**src/rtl/mips_muldiv_unit.sv**
```systemverilog
// ---------------------------------------------------------------------------
// mips_muldiv_unit
//
// Multi-cycle multiply/divide unit that owns the architectural HI/LO pair.
// Multiply is shift-add and divide is restoring. Each iterates one bit per
// cycle. Multiply can optionally complete in a single cycle (FAST_MUL=1).
// The control unit stalls MFHI/MFLO and new mul/div ops while busy is high.
//
// Parameters:
//   WIDTH    operand width; HI and LO are each WIDTH bits
//   FAST_MUL 1 = single-cycle multiply, 0 = iterative multiply
//
// Ports:
//   clk     in   clock, all state changes on the rising edge
//   reset   in   asynchronous active-high reset
//   start   in   request, accepted on a rising edge where busy=0
//   op      in   000 MULTU, 001 MULT, 010 DIVU, 011 DIV, 100 MTHI, 101 MTLO
//   src_a   in   multiplicand / dividend / MTHI-MTLO data
//   src_b   in   multiplier / divisor
//   cancel  in   abort the in-flight op, HI/LO keep their pre-op values
//   busy    out  high while a mul/div op is in flight
//   done    out  one-cycle pulse when a result is written to HI/LO
//   hi, lo  out  architectural HI and LO registers
// ---------------------------------------------------------------------------
module mips_muldiv_unit #(
  parameter int WIDTH    = 32,
  parameter int FAST_MUL = 0
) (
  input  logic             clk,
  input  logic             reset,
  input  logic             start,
  input  logic [2:0]       op,
  input  logic [WIDTH-1:0] src_a,
  input  logic [WIDTH-1:0] src_b,
  input  logic             cancel,
  output logic             busy,
  output logic             done,
  output logic [WIDTH-1:0] hi,
  output logic [WIDTH-1:0] lo
);

  localparam int CNT_W = $clog2(WIDTH + 1);
  localparam logic [CNT_W-1:0] LAST_ITER = CNT_W'(WIDTH - 1);

  localparam logic [2:0] OP_MULTU = 3'b000;
  localparam logic [2:0] OP_MULT  = 3'b001;
  localparam logic [2:0] OP_DIVU  = 3'b010;
  localparam logic [2:0] OP_DIV   = 3'b011;
  localparam logic [2:0] OP_MTHI  = 3'b100;
  localparam logic [2:0] OP_MTLO  = 3'b101;

  typedef enum logic [1:0] {
    S_IDLE,
    S_MUL,
    S_DIV,
    S_FIX
  } state_t;

  // What the FIX edge does with the accumulator
  typedef enum logic [1:0] {
    FIX_RAW,
    FIX_MUL,
    FIX_DIV
  } fix_t;

  state_t             state;
  fix_t               fix_kind;
  logic [2*WIDTH-1:0] acc;
  logic [WIDTH-1:0]   operand;
  logic [CNT_W-1:0]   cnt;
  logic               neg_lo;
  logic               neg_hi;

  logic               is_signed;
  logic               a_neg;
  logic               b_neg;
  logic [WIDTH-1:0]   mag_a;
  logic [WIDTH-1:0]   mag_b;
  logic [2*WIDTH-1:0] fast_prod;
  logic [WIDTH:0]     mul_sum;
  logic [WIDTH:0]     div_shift;
  logic [WIDTH:0]     div_trial;
  logic [2*WIDTH-1:0] fix_prod;
  logic [WIDTH-1:0]   fix_quot;
  logic [WIDTH-1:0]   fix_rem;

  // Operand conditioning at accept time: signed ops work on magnitudes and
  // remember the signs so the FIX edge can restore them.
  always_comb begin
    is_signed = (op == OP_MULT) || (op == OP_DIV);
    a_neg     = is_signed & src_a[WIDTH-1];
    b_neg     = is_signed & src_b[WIDTH-1];
    mag_a     = a_neg ? -src_a : src_a;
    mag_b     = b_neg ? -src_b : src_b;
    fast_prod = {{WIDTH{1'b0}}, mag_a} * {{WIDTH{1'b0}}, mag_b};
  end

  // One iteration step for each algorithm.
  // Multiply: acc = {partial sum, remaining multiplier bits}. The low bit
  // decides whether the multiplicand is added before the shift right.
  // Divide: acc = {partial remainder, remaining dividend / quotient bits}.
  // The trial subtraction borrows (msb set) when the divisor does not fit.
  always_comb begin
    mul_sum   = {1'b0, acc[2*WIDTH-1:WIDTH]} + (acc[0] ? {1'b0, operand} : '0);
    div_shift = {acc[2*WIDTH-1:WIDTH], acc[WIDTH-1]};
    div_trial = div_shift - {1'b0, operand};
  end

  // Sign restoration applied on the FIX edge
  always_comb begin
    fix_prod = neg_lo ? -acc : acc;
    fix_quot = neg_lo ? -acc[WIDTH-1:0] : acc[WIDTH-1:0];
    fix_rem  = neg_hi ? -acc[2*WIDTH-1:WIDTH] : acc[2*WIDTH-1:WIDTH];
  end

  // Main control and datapath. busy is registered and is high exactly when
  // the state is not IDLE, so "accept" reduces to start in IDLE. HI/LO are
  // only written by MTHI/MTLO or on the FIX edge, which keeps partial
  // results invisible and lets cancel leave HI/LO untouched.
  always_ff @(posedge clk or posedge reset) begin
    if (reset) begin
      state    <= S_IDLE;
      fix_kind <= FIX_RAW;
      acc      <= '0;
      operand  <= '0;
      cnt      <= '0;
      neg_lo   <= 1'b0;
      neg_hi   <= 1'b0;
      busy     <= 1'b0;
      done     <= 1'b0;
      hi       <= '0;
      lo       <= '0;
    end else begin
      done <= 1'b0;
      case (state)
        S_IDLE: begin
          if (start) begin
            cnt <= '0;
            case (op)
              OP_MULTU, OP_MULT: begin
                busy     <= 1'b1;
                fix_kind <= FIX_MUL;
                operand  <= mag_a;
                neg_lo   <= a_neg ^ b_neg;
                neg_hi   <= 1'b0;
                if (FAST_MUL != 0) begin
                  acc   <= fast_prod;
                  state <= S_FIX;
                end else begin
                  acc   <= {{WIDTH{1'b0}}, mag_b};
                  state <= S_MUL;
                end
              end
              OP_DIVU, OP_DIV: begin
                busy <= 1'b1;
                if (src_b == '0) begin
                  // Divide by zero skips iteration; the raw dividend goes to HI
                  acc      <= {src_a, {WIDTH{1'b1}}};
                  operand  <= '0;
                  fix_kind <= FIX_RAW;
                  neg_lo   <= 1'b0;
                  neg_hi   <= 1'b0;
                  state    <= S_FIX;
                end else begin
                  acc      <= {{WIDTH{1'b0}}, mag_a};
                  operand  <= mag_b;
                  fix_kind <= FIX_DIV;
                  neg_lo   <= a_neg ^ b_neg;
                  neg_hi   <= a_neg;
                  state    <= S_DIV;
                end
              end
              OP_MTHI: hi <= src_a;
              OP_MTLO: lo <= src_a;
              default: ;
            endcase
          end
        end

        S_MUL: begin
          if (cancel) begin
            state <= S_IDLE;
            busy  <= 1'b0;
          end else begin
            acc <= {mul_sum, acc[WIDTH-1:1]};
            cnt <= cnt + CNT_W'(1);
            if (cnt == LAST_ITER) state <= S_FIX;
          end
        end

        S_DIV: begin
          if (cancel) begin
            state <= S_IDLE;
            busy  <= 1'b0;
          end else begin
            if (!div_trial[WIDTH])
              acc <= {div_trial[WIDTH-1:0], acc[WIDTH-2:0], 1'b1};
            else
              acc <= {div_shift[WIDTH-1:0], acc[WIDTH-2:0], 1'b0};
            cnt <= cnt + CNT_W'(1);
            if (cnt == LAST_ITER) state <= S_FIX;
          end
        end

        S_FIX: begin
          state <= S_IDLE;
          busy  <= 1'b0;
          // cancel wins over completion: no write, no done
          if (!cancel) begin
            done <= 1'b1;
            case (fix_kind)
              FIX_MUL: {hi, lo} <= fix_prod;
              FIX_DIV: begin
                lo <= fix_quot;
                hi <= fix_rem;
              end
              default: {hi, lo} <= acc;
            endcase
          end
        end

        default: begin
          state <= S_IDLE;
          busy  <= 1'b0;
        end
      endcase
    end
  end

endmodule

```
**config.mk**
```make
export PLATFORM = sky130hd
export DESIGN_NAME = mips_muldiv_unit
export DESIGN_NICKNAME = d
export VERILOG_FILES = /design/src/rtl/mips_muldiv_unit.sv
export SDC_FILE = /design/constraint.sdc
export NUM_CORES = 1
export LEC_CHECK = 0
export CORE_MARGIN = 3
export CORE_UTILIZATION = 31
export CTS_CLUSTER_DIAMETER = 200
export DETAILED_ROUTE_END_ITERATION = 8
export HOLD_SLACK_MARGIN = 0.1
export PLACE_DENSITY = 0.57
export SLEW_MARGIN = 20
export SYNTH_ARGS = -nofsm -noshare
export SYNTH_HDL_FRONTEND = slang
export SYNTH_SLANG_ARGS = --single-unit
```
**constraint.sdc**
```tcl
create_clock -name clk -period 14.7 [get_ports clk]
set_clock_uncertainty 0.2 [all_clocks]
set_input_delay 2.94 -clock clk [delete_from_list [all_inputs] [get_ports clk]]
set_output_delay 2.94 -clock clk [all_outputs]
set_load 0.1 [all_outputs]
```
; ---- After elaboration in Yosys (flattened, before gate mapping)
; Cells that the tools add are included.
[classes]
mux = 46
eq_ne = 22
bitwise_logic = 3
addsub = 8
reduce_logical = 19
[ops]
columns = op, count
row1 = 32-bit two-way mux, 12
row2 = 64-bit two-way mux, 6
row3 = 32-bit case mux with 2 select lines, 5
row4 = 64-bit case mux with 3 select lines, 1
row5 = 32-bit negator, 4
row6 = 64-bit case mux with 2 select lines, 1
row7 = 64-bit negator, 1
row8 = 32-bit by 32-bit adder with 33-bit output, 1
row9 = 33-bit by 32-bit subtractor with 33-bit output, 1
row10 = 32-bit logical NOT, 1
row11 = 6-bit two-way mux, 2
row12 = 2-bit inequality test (second input constant), 6
row13 = 6-bit case mux with 2 select lines, 1
row14 = 3-bit AND reduction, 4
row15 = 1-bit two-way mux, 8
row16 = 2-bit two-way mux, 4
row17 = 2-bit case mux with 2 select lines, 2
row18 = 4-bit AND reduction, 2
row19 = 6-bit by 1-bit adder with 6-bit output (second input constant), 1
row20 = 2-bit equality test (second input constant), 3
row21 = 3-bit by 2-bit equality test with 1-bit output (second input constant), 2
row22 = 3-bit equality test (second input constant), 2
row23 = 6-bit by 5-bit equality test with 1-bit output (second input constant), 1
row24 = 2-bit by 1-bit inequality test with 1-bit output (second input constant), 3
row25 = other kinds (16), 24
[totals]
inputBits = 71
word_cells = 109
reg_bits = 174
output_inout_bits = 66

; ---- Logic depth before layout (Yosys ltp)
; Gate-level depths: netlist of run 1.
[logic_depth]
word_depth = 8
depth_mapped = 16
depth_no_buf = 13

; ---- Worst setup path before layout of run 1
; Ideal clock, no wire load.
[synth_timing]
path_type = in2reg
from = input port src_a[2]
to = register acc[28]
n_path_buf = 1
arrival_ns = 5.276
slack_ns = 9.091
stages = 10
t_required_ns = 14.367
setup_ns = 0.133
cell_sequence = clkbuf_1 -> or4_1 -> or4_1 -> nor4b_2 -> a31oi_1 -> xor2_1 -> nor2_1 -> a21oi_1 -> o21ai_0 -> o21ai_0
[synth_between]
elab_chain_len = 6
[synth_lines]
columns = element, line_no
row1 = "start, declared", 33  ; input logic [WIDTH-1:0] src_a,
row2 = 32-bit negator, 93  ; mag_a = a_neg ? -src_a : src_a;
row3 = 32-bit two-way mux, 93
row4 = 64-bit two-way mux, 156  ; if (src_b == '0) begin
row5 = 64-bit case mux with 2 select lines, 139  ; case (op)
row6 = 64-bit two-way mux, 137  ; if (start) begin
row7 = 64-bit case mux with 3 select lines, 135  ; case (state)
row8 = "end signal, assigned", 147  ; acc <= fast_prod;
row9 = "end signal, assigned", 158  ; acc <= {src_a, {WIDTH{1'b1}}};
row10 = "end signal, assigned", 165  ; acc <= {{WIDTH{1'b0}}, mag_a};
row11 = "end, declared", 68  ; logic [2*WIDTH-1:0] acc;
; Every way passes these cells. The select of a mux whose other input is x is not followed.
; A chain may end at the register's enable or synchronous reset.

; ---- Final worst setup path of run 1
[layout_timing]
from = input port src_b[0]
to = register acc[14]
[layout_between]
elab_chain_len = 5
elab_cells_between_ends = 7
cone_classes = 1 x add/sub / 5 x mux / 1 x reduce/logical
[layout_lines]
columns = element, line_no
row1 = "start, declared", 34  ; input logic [WIDTH-1:0] src_b,
row2 = 32-bit negator / 32-bit logical NOT (equally long branches), "94, 156"
row3 = 32-bit two-way mux / 64-bit two-way mux (equally long branches), "94, 156"
row4 = 64-bit case mux with 2 select lines *, 139
row5 = 64-bit two-way mux *, 137
row6 = 64-bit case mux with 3 select lines *, 135
row7 = "end signal, assigned", 147
row8 = "end signal, assigned", 150  ; acc <= {{WIDTH{1'b0}}, mag_b};
row9 = "end signal, assigned", 158
; Mark *: on every way between the ends. The rest lies on a longest branch, timed or not. The select of a mux whose other input is x is not followed.

==> impl_metrics.yaml, run 1 <==
place:
  place_congestion: 0.935
  dp_hpwl_mm: 56.0
  port_buffers: 136
  postPlaceCellArea_um2: 18700
clock_network:
  clock_latency_ps: 470
  post-cts-setup-buffers: 0
  clk_pin_slew_ps: 70
  cts_max_path_buffers: 2
  cts_tree: "built"
  cts_resized: 0
  numCtsBuffers: 17
  ctsHoldBuffers: 0
  cts_sinks: 174
  htree_levels: 4
  cts_root_buf: "clkbuf_16"
timing:
  setup-tns-final_ps: 0
  setup_viol_count_final: 0
  finalCriticalPeriod_ps: 6500
  relSlewSlack_pct: 27.3
  worst_pin_slew_ps: 1090
  max_freq_mhz: 154
  whs_ps: 280
  finalCritPeriodShare_pct: 44.2
  hold_viol: 0
  rsz0062_at_grt: "no"
  slew_violations: 0
global_route:
  track_usage_pct: 25.6
  grt_antenna_before_repair: 4
  grt_pass1_vias: 17100
  gr-total-overflow: 0
  grt_max_degree: 75
  grt_pass1_wl_mm: 111
worst_hold_path:
  min_path_type: "reg2reg"
  worstHoldStart: "hi[13]"
  min_to: "hi[13]"
  worstHoldPathCells: 1
worst_setup_path:
  worstPathRequired_ps: 14910
  r2r-start: "acc[31]"
  rr_worst_depth: 14
  end_kind: "register"
  worst-r2r-setup-slack_ps: 9730
  r2r_end: "acc[57]"
  startpoint_type: "input port"
  crit_fanout: 21
  critPathArrivalTime_ps: 6710
  crit_type: "in2reg"
logic_synthesis:
  synth_nets: 2434
  synth-edff-count: 0
  synth_flop_cell: "dfrtp_1"
  yosys_register_bits: 174
  synth_cell_type_count: 84
  synth_area_um2: 16900
  netlist_instances: 2286
  synth_warnings: 0
  syn_area_per_cell_um2: 7.38
  synthArstFlopShare_pct: 100
  seq_area_frac_synth_pct: 25.8
layout:
  fin_nets: 2453
  final_cell_area_um2: 19300
  antennaDiodeCount: 0
  drive_above_1_share_pct: 4.92
  layout_common_cells: "a21oi_1 (285), nor2_1 (246), nand2_1 (193)"
  final_common_cell: "a21oi_1"
  area_growth_syn_to_layout_pct: 14.5
detailed_routing:
  detail_route.first_pass.iterations: 6
  avgViaCountPerCell: 6.06
  drc: 0
  postRouteAntennaNets: 0
  num_vias: 18200
  drtIter0Drc: 1995
  routedWlPerCell_um: 25.1
  wl_mm: 75.3
floorplan:
  start_util_pct: 31.7
  core.rowCount: 84
  io_pins: 137
  dieArea_um2: 57300
  die_x_um: 239
  core_um2: 53200
  die_y_um: 239
job:
  cap_violations: 0
status:
  status: "finished, final reports clean"
## worst max-delay path: stages
cell,delay (ps)
clkdlybuf4s50_1,520
inv_1,140
ha_1,210
nor2b_1,180
nand4b_1,440
nor3_2,620
nand3_1,310
nand2_1,740
o21ai_0,210
a211oi_1,280
a21o_1,110
## flip-flops by register name, indices dropped and copies added (netlist names), 2 cells and up
register and count:
fix_kind 2, hi 32, cnt 6, state 2, acc 64, lo 32, operand 32
## through the flow
step	utilization [%]	std cells	worst slack, ps
finish	36.3	3006	8200
global route	36.3	3006	7960
CTS	36.3	3006	8360
detailed placement	35.2	2974	7880
global placement	35.2	2974	7940
floorplan	-	2286	6840
## routing by layer
| layer | global-route usage (%) | up-vias | wire, um |
|---|---|---|---|
| li1 | - | 8361 | - |
| met1 | 35.0 | 8858 | 32800 |
| met2 | 39.5 | 873 | 32900 |
| met3 | 5.26 | 132 | 6620 |
| met4 | 10.4 | 0 | 3070 |
| met5 | 0 | - | 0 |
## Yosys cell counts, types with 12 or more instances
| cell | number | area share (%) |
|---|---|---|
| o21ai_1 | 16 | 0.47 |
| clkbuf_1 | 137 | 3.0 |
| o21ai_0 | 179 | 5.3 |
| o31ai_1 | 28 | 1.2 |
| nand2b_1 | 27 | 1.0 |
| nor2_1 | 248 | 5.5 |
| xnor2_1 | 95 | 4.9 |
| nor4_1 | 12 | 0.44 |
| buf_2 | 14 | 0.42 |
| a22o_1 | 18 | 0.93 |
| a31oi_1 | 33 | 1.2 |
| nor3_1 | 57 | 1.7 |
| nand4_1 | 14 | 0.52 |
| dfrtp_1 | 174 | 26 |
| mux2i_1 | 14 | 0.83 |
| a211oi_1 | 53 | 2.4 |
| nand3_1 | 48 | 1.4 |
| a221o_1 | 16 | 0.95 |
| and3_1 | 17 | 0.63 |
| a21oi_1 | 287 | 8.5 |
| nand2_1 | 194 | 4.3 |
| or4_1 | 14 | 0.62 |
| inv_1 | 80 | 1.8 |
| or3_1 | 27 | 1.0 |
| xor2_1 | 49 | 2.5 |
| o21a_1 | 15 | 0.67 |
| nor2b_1 | 44 | 1.6 |
| o21bai_1 | 12 | 0.53 |
| a21o_1 | 64 | 2.8 |
| a221oi_1 | 17 | 0.88 |
| o41ai_1 | 14 | 0.73 |
| ha_1 | 75 | 5.6 |
| o211ai_1 | 22 | 0.98 |
## worst max path at each step
stage	from	to	slack, ps	depth (start not counted)
2_1_floorplan	reset	acc[0]	6840	1
3_3_place_gp	start	acc[63]	7940	11
3_5_place_dp	src_b[0]	acc[17]	7880	11
4_1_cts	src_b[0]	acc[14]	8360	11
5_1_grt	src_b[0]	acc[14]	7960	11
6_report	src_b[0]	acc[14]	8200	11
## layout make-up
| type | instances | area [um2] |
|---|---|---|
| Fill cell | 5577 | 33900 |
| Multi-Input combinational cell | 1862 | 11600 |
| Sequential cell | 174 | 4350 |
| Timing Repair Buffer | 168 | 1600 |
| Tap cell | 688 | 861 |
| Clock buffer | 23 | 478 |
| Inverter | 82 | 313 |
| Clock inverter | 9 | 134 |
## cells by family (layout without fill, tap and decap cells)
kind of cell | count (synthesis) | count (layout) | synth area share [%]
flip-flops | 174 | 174 | 25.8
XOR/XNOR | 144 | 144 | 7.47
adder cells (fa/ha/maj) | 77 | 77 | 5.80
buffers and inverters | 250 | 282 | 5.86
AO/OA/AOI/OAI | 863 | 863 | 32.2
multiplexers | 21 | 21 | 1.30
AND/OR/NAND/NOR | 757 | 757 | 21.6
Power of run 1 is not shown: default switching activity piles up to over one toggle a cycle in this logic, so the estimate is an artifact.
==> run 2: changes to the inputs <==
- clock period: 14.7 -> 6.7 ns (I/O delays scaled with it)
==> run 2 against run 1 <==
Effect of this change: highest routed layer is now met5; design area is 0.12% higher; core utilization is essentially flat; first-iteration DRC count increased by 16%.
==> impl_metrics.yaml, run 2 (synthesized netlist as in run 1, its figures left out) <==
timing:
  finalCriticalPeriod_ps: 4740
  max_freq_mhz: 211
  finalCritPeriodShare_pct: 70.8
  relSlewSlack_pct: 28.9
  worst_pin_slew_ps: 1060
  setup-tns-final_ps: 0
  rsz0062_at_grt: "no"
  setup_viol_count_final: 0
  slew_violations: 0
  hold_viol: 0
layout:
  multi_input_area_um2: 11600
  layout_common_cells: "a21oi_1 (285), nor2_1 (246), nand2_1 (194)"
  fin_nets: 2455
  area_growth_syn_to_layout_pct: 14.6
  fillCellCount: 5583
  drive_above_1_share_pct: 5.00
  top_register: "acc"
  final_common_cell: "a21oi_1"
  regArea_um2: 4350
  fin_cells: 3012
  largest_reg_flops: 64
detailed_routing:
  num_vias: 18400
  avgViaCountPerCell: 6.10
  drtIter0Drc: 2307
  drc: 0
  wl_mm: 75.3
  routedWlPerCell_um: 25.0
  detail_route.first_pass.iterations: 6
  postRouteAntennaNets: 0
clock_network:
  numCtsBuffers: 17
  cts_max_path_buffers: 2
  cts_tree: "built"
  ctsHoldBuffers: 0
  cts_root_buf: "clkbuf_16"
  cts_resized: 0
  post-cts-setup-buffers: 0
  cts_sinks: 174
  clock_latency_ps: 470
  htree_levels: 4
  clk_pin_slew_ps: 80
floorplan:
  dieArea_um2: 57300
  io_pins: 137
  die_y_um: 239
  start_util_pct: 31.7
  core.rowCount: 84
  die_x_um: 239
  core_um2: 53200
worst_setup_path:
  path_cells: "clkdlybuf4s50_1, or4_1, or3_1, nor3_2, nand3_1, nand2_1, o21ai_0, a211oi_1, a21o_1"
  r2r-start: "acc[0]"
  cpMaxStageDelayCell: "nand2_1"
  crit_type: "in2reg"
  worstPathRequired_ps: 6910
  crit_start: "src_b[16]"
  critPathArrivalTime_ps: 4950
  end_kind: "register"
  startpoint_type: "input port"
  crit_buf_inv: 1
  slowest_delay_ps: 800
  crit_fanout: 21
  cpLargestDelayFamily: "simple AND/OR/NAND/NOR gates"
place:
  placed_cells: 2976
  place_congestion: 0.949
  dp_hpwl_mm: 56.8
  port_buffers: 136
global_route:
  grt_antenna_before_repair: 3
  grt_pass1_wl_mm: 110
  grt_pass1_vias: 16900
  grt_max_degree: 108
  track_usage_pct: 25.5
  gr-total-overflow: 0
status:
  status: "finished, final reports clean"
worst_hold_path:
  worstHoldStart: "operand[13]"
  min_path_type: "reg2reg"
job:
  cap_violations: 0
-- run 2: cell types whose count changed in the layout (fill, tap and decap cells not counted), moves of 2 or more --
cell	change
clkbuf_8	-3
bufinv_16	-2
clkinv_2	-2
inv_8	+6
clkinv_8	+2
diode_2	+4
clkbuf_1	-2
-- run 2: routing by layer --
| layer | share of wire, % | global-route usage (%) |
|---|---|---|
| met1 | 42 | 34.7 |
| met5 | 0.019 | 0 |
| met4 | 5.0 | 12.0 |
| met3 | 9.4 | 4.11 |
| met2 | 44 | 39.5 |
-- run 2: final timing paths --
| path | slack (ps) | to | cells after the start |
|---|---|---|---|
| worst max-delay path | 1960 | acc[14] | 9 |
| worst min-delay path | 290 | operand[13] | 2 |
| worst max register to register | 1980 | acc[60] | 13 |
| worst min register to register | 290 | operand[13] | 2 |
| max in group asynchronous | 4060 | acc[51] | 3 |
| min in group asynchronous | 1160 | lo[6] | 2 |
-- run 2: tightest hold or removal path: cells and delay by family (launching register included) --
kind	cells	cell delay, ps
flip-flops	1	350
AO/OA/AOI/OAI	1	60
AND/OR/NAND/NOR	1	50
-- run 2: through the flow --
stage | hold slack, ps | cell area [um2] | setup WS (ps) | util, %
finish | 287 | 19400 | 1960 | 36.4
global route | 318 | 19300 | 1730 | 36.4
CTS | 293 | 19300 | 2030 | 36.4
detailed placement | 275 | 18700 | 1540 | 35.2
global placement | 264 | 18700 | 1610 | 35.2
floorplan | 250 | 16900 | 443 | -
-- run 2: cell type report --
class,instances,area share (%)
Antenna cell,4,0.0517
Clock buffer,18,2.22
Clock inverter,14,0.892
Inverter,82,1.62
Multi-Input combinational cell,1862,59.9
Sequential cell,174,22.5
Tap cell,688,4.45
Timing Repair Buffer,170,8.42
Power of run 2 is left out for the same reason.
==> run 3: changes to the inputs <==
- PLACE_DENSITY: 0.57 -> 0.59
- clock period: 6.7 -> 4 ns (I/O delays scaled with it)
==> run 3 against run 2 <==
Effect of this change: register-to-register slack worse by 1900 ps; worst hold slack worse by 3.1 ps; cell count up 6.9%; critical path depth up 6; count of clock-buffer cells in the layout up 2; sequential cell count unchanged; die area unchanged; first-iteration DRC count down 1.0%; core utilization up 3.2 points; via count up 5.6%; design area up 8.8%; routed wire length up 6.9%.
==> impl_metrics.yaml, run 3 (synthesized netlist as in run 1, its figures left out) <==
layout:
  fillCellCount: 5424
  final_cell_area_um2: 21100
  drive_above_1_share_pct: 13.2
  layout_common_cells: "a21oi_1 (284), nor2_1 (245), buf_4 (237)"
  fin_nets: 2666
  final_common_cell: "a21oi_1"
  area_growth_syn_to_layout_pct: 24.7
  largest_reg_flops: 64
  top_register: "acc"
global_route:
  gr-total-overflow: 0
  track_usage_pct: 27.4
  grt_antenna_before_repair: 3
  grt_pass1_vias: 18200
  grt_pass1_wl_mm: 117
  grt_max_degree: 72
floorplan:
  dieArea_um2: 57300
  die_y_um: 239
  die_x_um: 239
  core_um2: 53200
  core.rowCount: 84
  start_util_pct: 31.7
  io_pins: 137
worst_setup_path:
  crit_type: "reg2reg"
  critPathArrivalTime_ps: 4070
  r2r_end: "acc[60]"
  r2r-start: "acc[0]"
  startpoint_type: "register"
  crit_fanout: 10
  path_cells: "inv_1, buf_12, nor2_1, ha_1, a211oi_4, buf_4, or3_1, nand4_1, a31o_4, a311oi_4, o21ai_2, a2111oi_2, nor4b_1, buf_4, a211oi_1"
  cpMostUsedCell: "buf_4"
  rr_worst_depth: 15
  worst-r2r-setup-slack_ps: 110
  end_kind: "register"
  slowest_delay_ps: 380
  worstPathRequired_ps: 4180
  cpMaxStageDelayCell: "dfrtp_1"
place:
  dp_slack_ps: -221
  dp_hpwl_mm: 62.5
  postPlaceCellArea_um2: 20400
  port_buffers: 136
  place_congestion: 1.00
clock_network:
  cts_tree: "built"
  htree_levels: 4
  cts_root_buf: "clkbuf_16"
  clock_latency_ps: 470
  clk_pin_slew_ps: 80
  ctsHoldBuffers: 0
  numCtsBuffers: 17
  cts_max_path_buffers: 2
  cts_sinks: 174
worst_hold_path:
  min_to: "hi[31]"
  worstHoldPathCells: 2
  min_path_type: "reg2reg"
  worstHoldStart: "hi[31]"
timing:
  worst_pin_slew_ps: 1050
  rsz0062_at_grt: "yes"
  setup-tns-final_ps: 0
  slew_violations: 0
  max_freq_mhz: 257
  finalCriticalPeriod_ps: 3890
  fin_ws_ps: 108
  finalCritPeriodShare_pct: 97.3
  relSlewSlack_pct: 30.0
  hold_viol: 0
  setup_viol_count_final: 0
detailed_routing:
  wl_mm: 80.5
  detail_route.first_pass.iterations: 7
  drc: 0
  num_vias: 19400
  avgViaCountPerCell: 6.02
  drtIter0Drc: 2284
  routedWlPerCell_um: 25.0
  postRouteAntennaNets: 0
power_and_ir_drop:
  power.density_nw_per_um2: 1060
  power_leakage_nw: 8.72
  ir_worst_vdd_v: 0.000640
  power.total_w: 0.0223
status:
  status: "finished, final reports clean"
job:
  cap_violations: 0
-- run 3: changes by cell type in the layout (fill, tap and decap cells not counted), sizes merged --
cell / previous run / this run
clkbuf: 18 / 20
buf: 34 / 246
clkdlybuf4s50: 136 / 135
clkinvlp: 1 / 2
clkinv: 7 / 4
diode: 4 / 2
bufinv: 1 / 0
-- run 3: critical path: cells and delay by family (launching register included) --
kind                     cells  cell delay [ps]
AO/OA/AOI/OAI                6             1740
buffers and inverters        4              600
AND/OR/NAND/NOR              4              570
flip-flops                   1              380
adder cells (fa/ha/maj)      1              320
-- run 3: repair_timing --
action | CTS | global route
gates cloned | 0 | 0
setup buffers | 0 | 1
setup endpoints to repair | 2 | 11
pin swaps | 1 | 4
resized for setup | 4 | 11
-- run 3: layout make-up --
| type | count | area, um2 | share of cell area, % |
|---|---|---|---|
| antenna | 2 | 5.00 | 0.0238 |
| clock buffer | 20 | 457 | 2.17 |
| clock inverter | 11 | 96.3 | 0.458 |
| inverter | 82 | 312 | 1.48 |
| multi-input combinational | 1862 | 11700 | 55.4 |
| sequential | 174 | 4350 | 20.7 |
| tap | 688 | 861 | 4.09 |
| timing repair buffer | 381 | 3310 | 15.7 |
-- run 3: worst max-delay path by stage --
stage	from	end	slack, ps	cells after the start
after floorplan	acc[0]	acc[61]	290	14
after global placement	src_b[17]	acc[61]	-120	9
after detailed placement	src_b[17]	acc[47]	-220	10
after CTS	acc[0]	acc[60]	30	15
after global routing	acc[0]	acc[60]	-40	15
final	acc[0]	acc[60]	110	15
-- run 3: stage by stage --
stage / util, % / hold slack, ps / instances
after global routing: 39.6 / 298 / 3218
after floorplan: - / 250 / 2286
after detailed placement: 38.4 / 272 / 3186
final: 39.6 / 284 / 3220
after global placement: 38.4 / 266 / 3186
after CTS: 39.5 / 287 / 3217
-- run 3: routing by layer --
| layer | global-route usage, % | share of wire [%] | vias up |
|---|---|---|---|
| met5 | 0 | 0 | - |
| met4 | 12.3 | 4.6 | 0 |
| met3 | 6.52 | 10 | 179 |
| met2 | 42.7 | 44 | 1056 |
| met1 | 36.2 | 42 | 9367 |
| li1 | - | - | 8789 |
-- run 3: report_power, final --
group          switching [W]  internal [W]  total (W)  leakage, nW
clock               0.000847      0.000846    0.00169        0.273
sequential          0.000813       0.00266    0.00347         2.10
combinational         0.0113       0.00591     0.0172         6.35
total                 0.0129       0.00942     0.0223         8.72
Note: power is estimated with default switching activity, not from simulation.
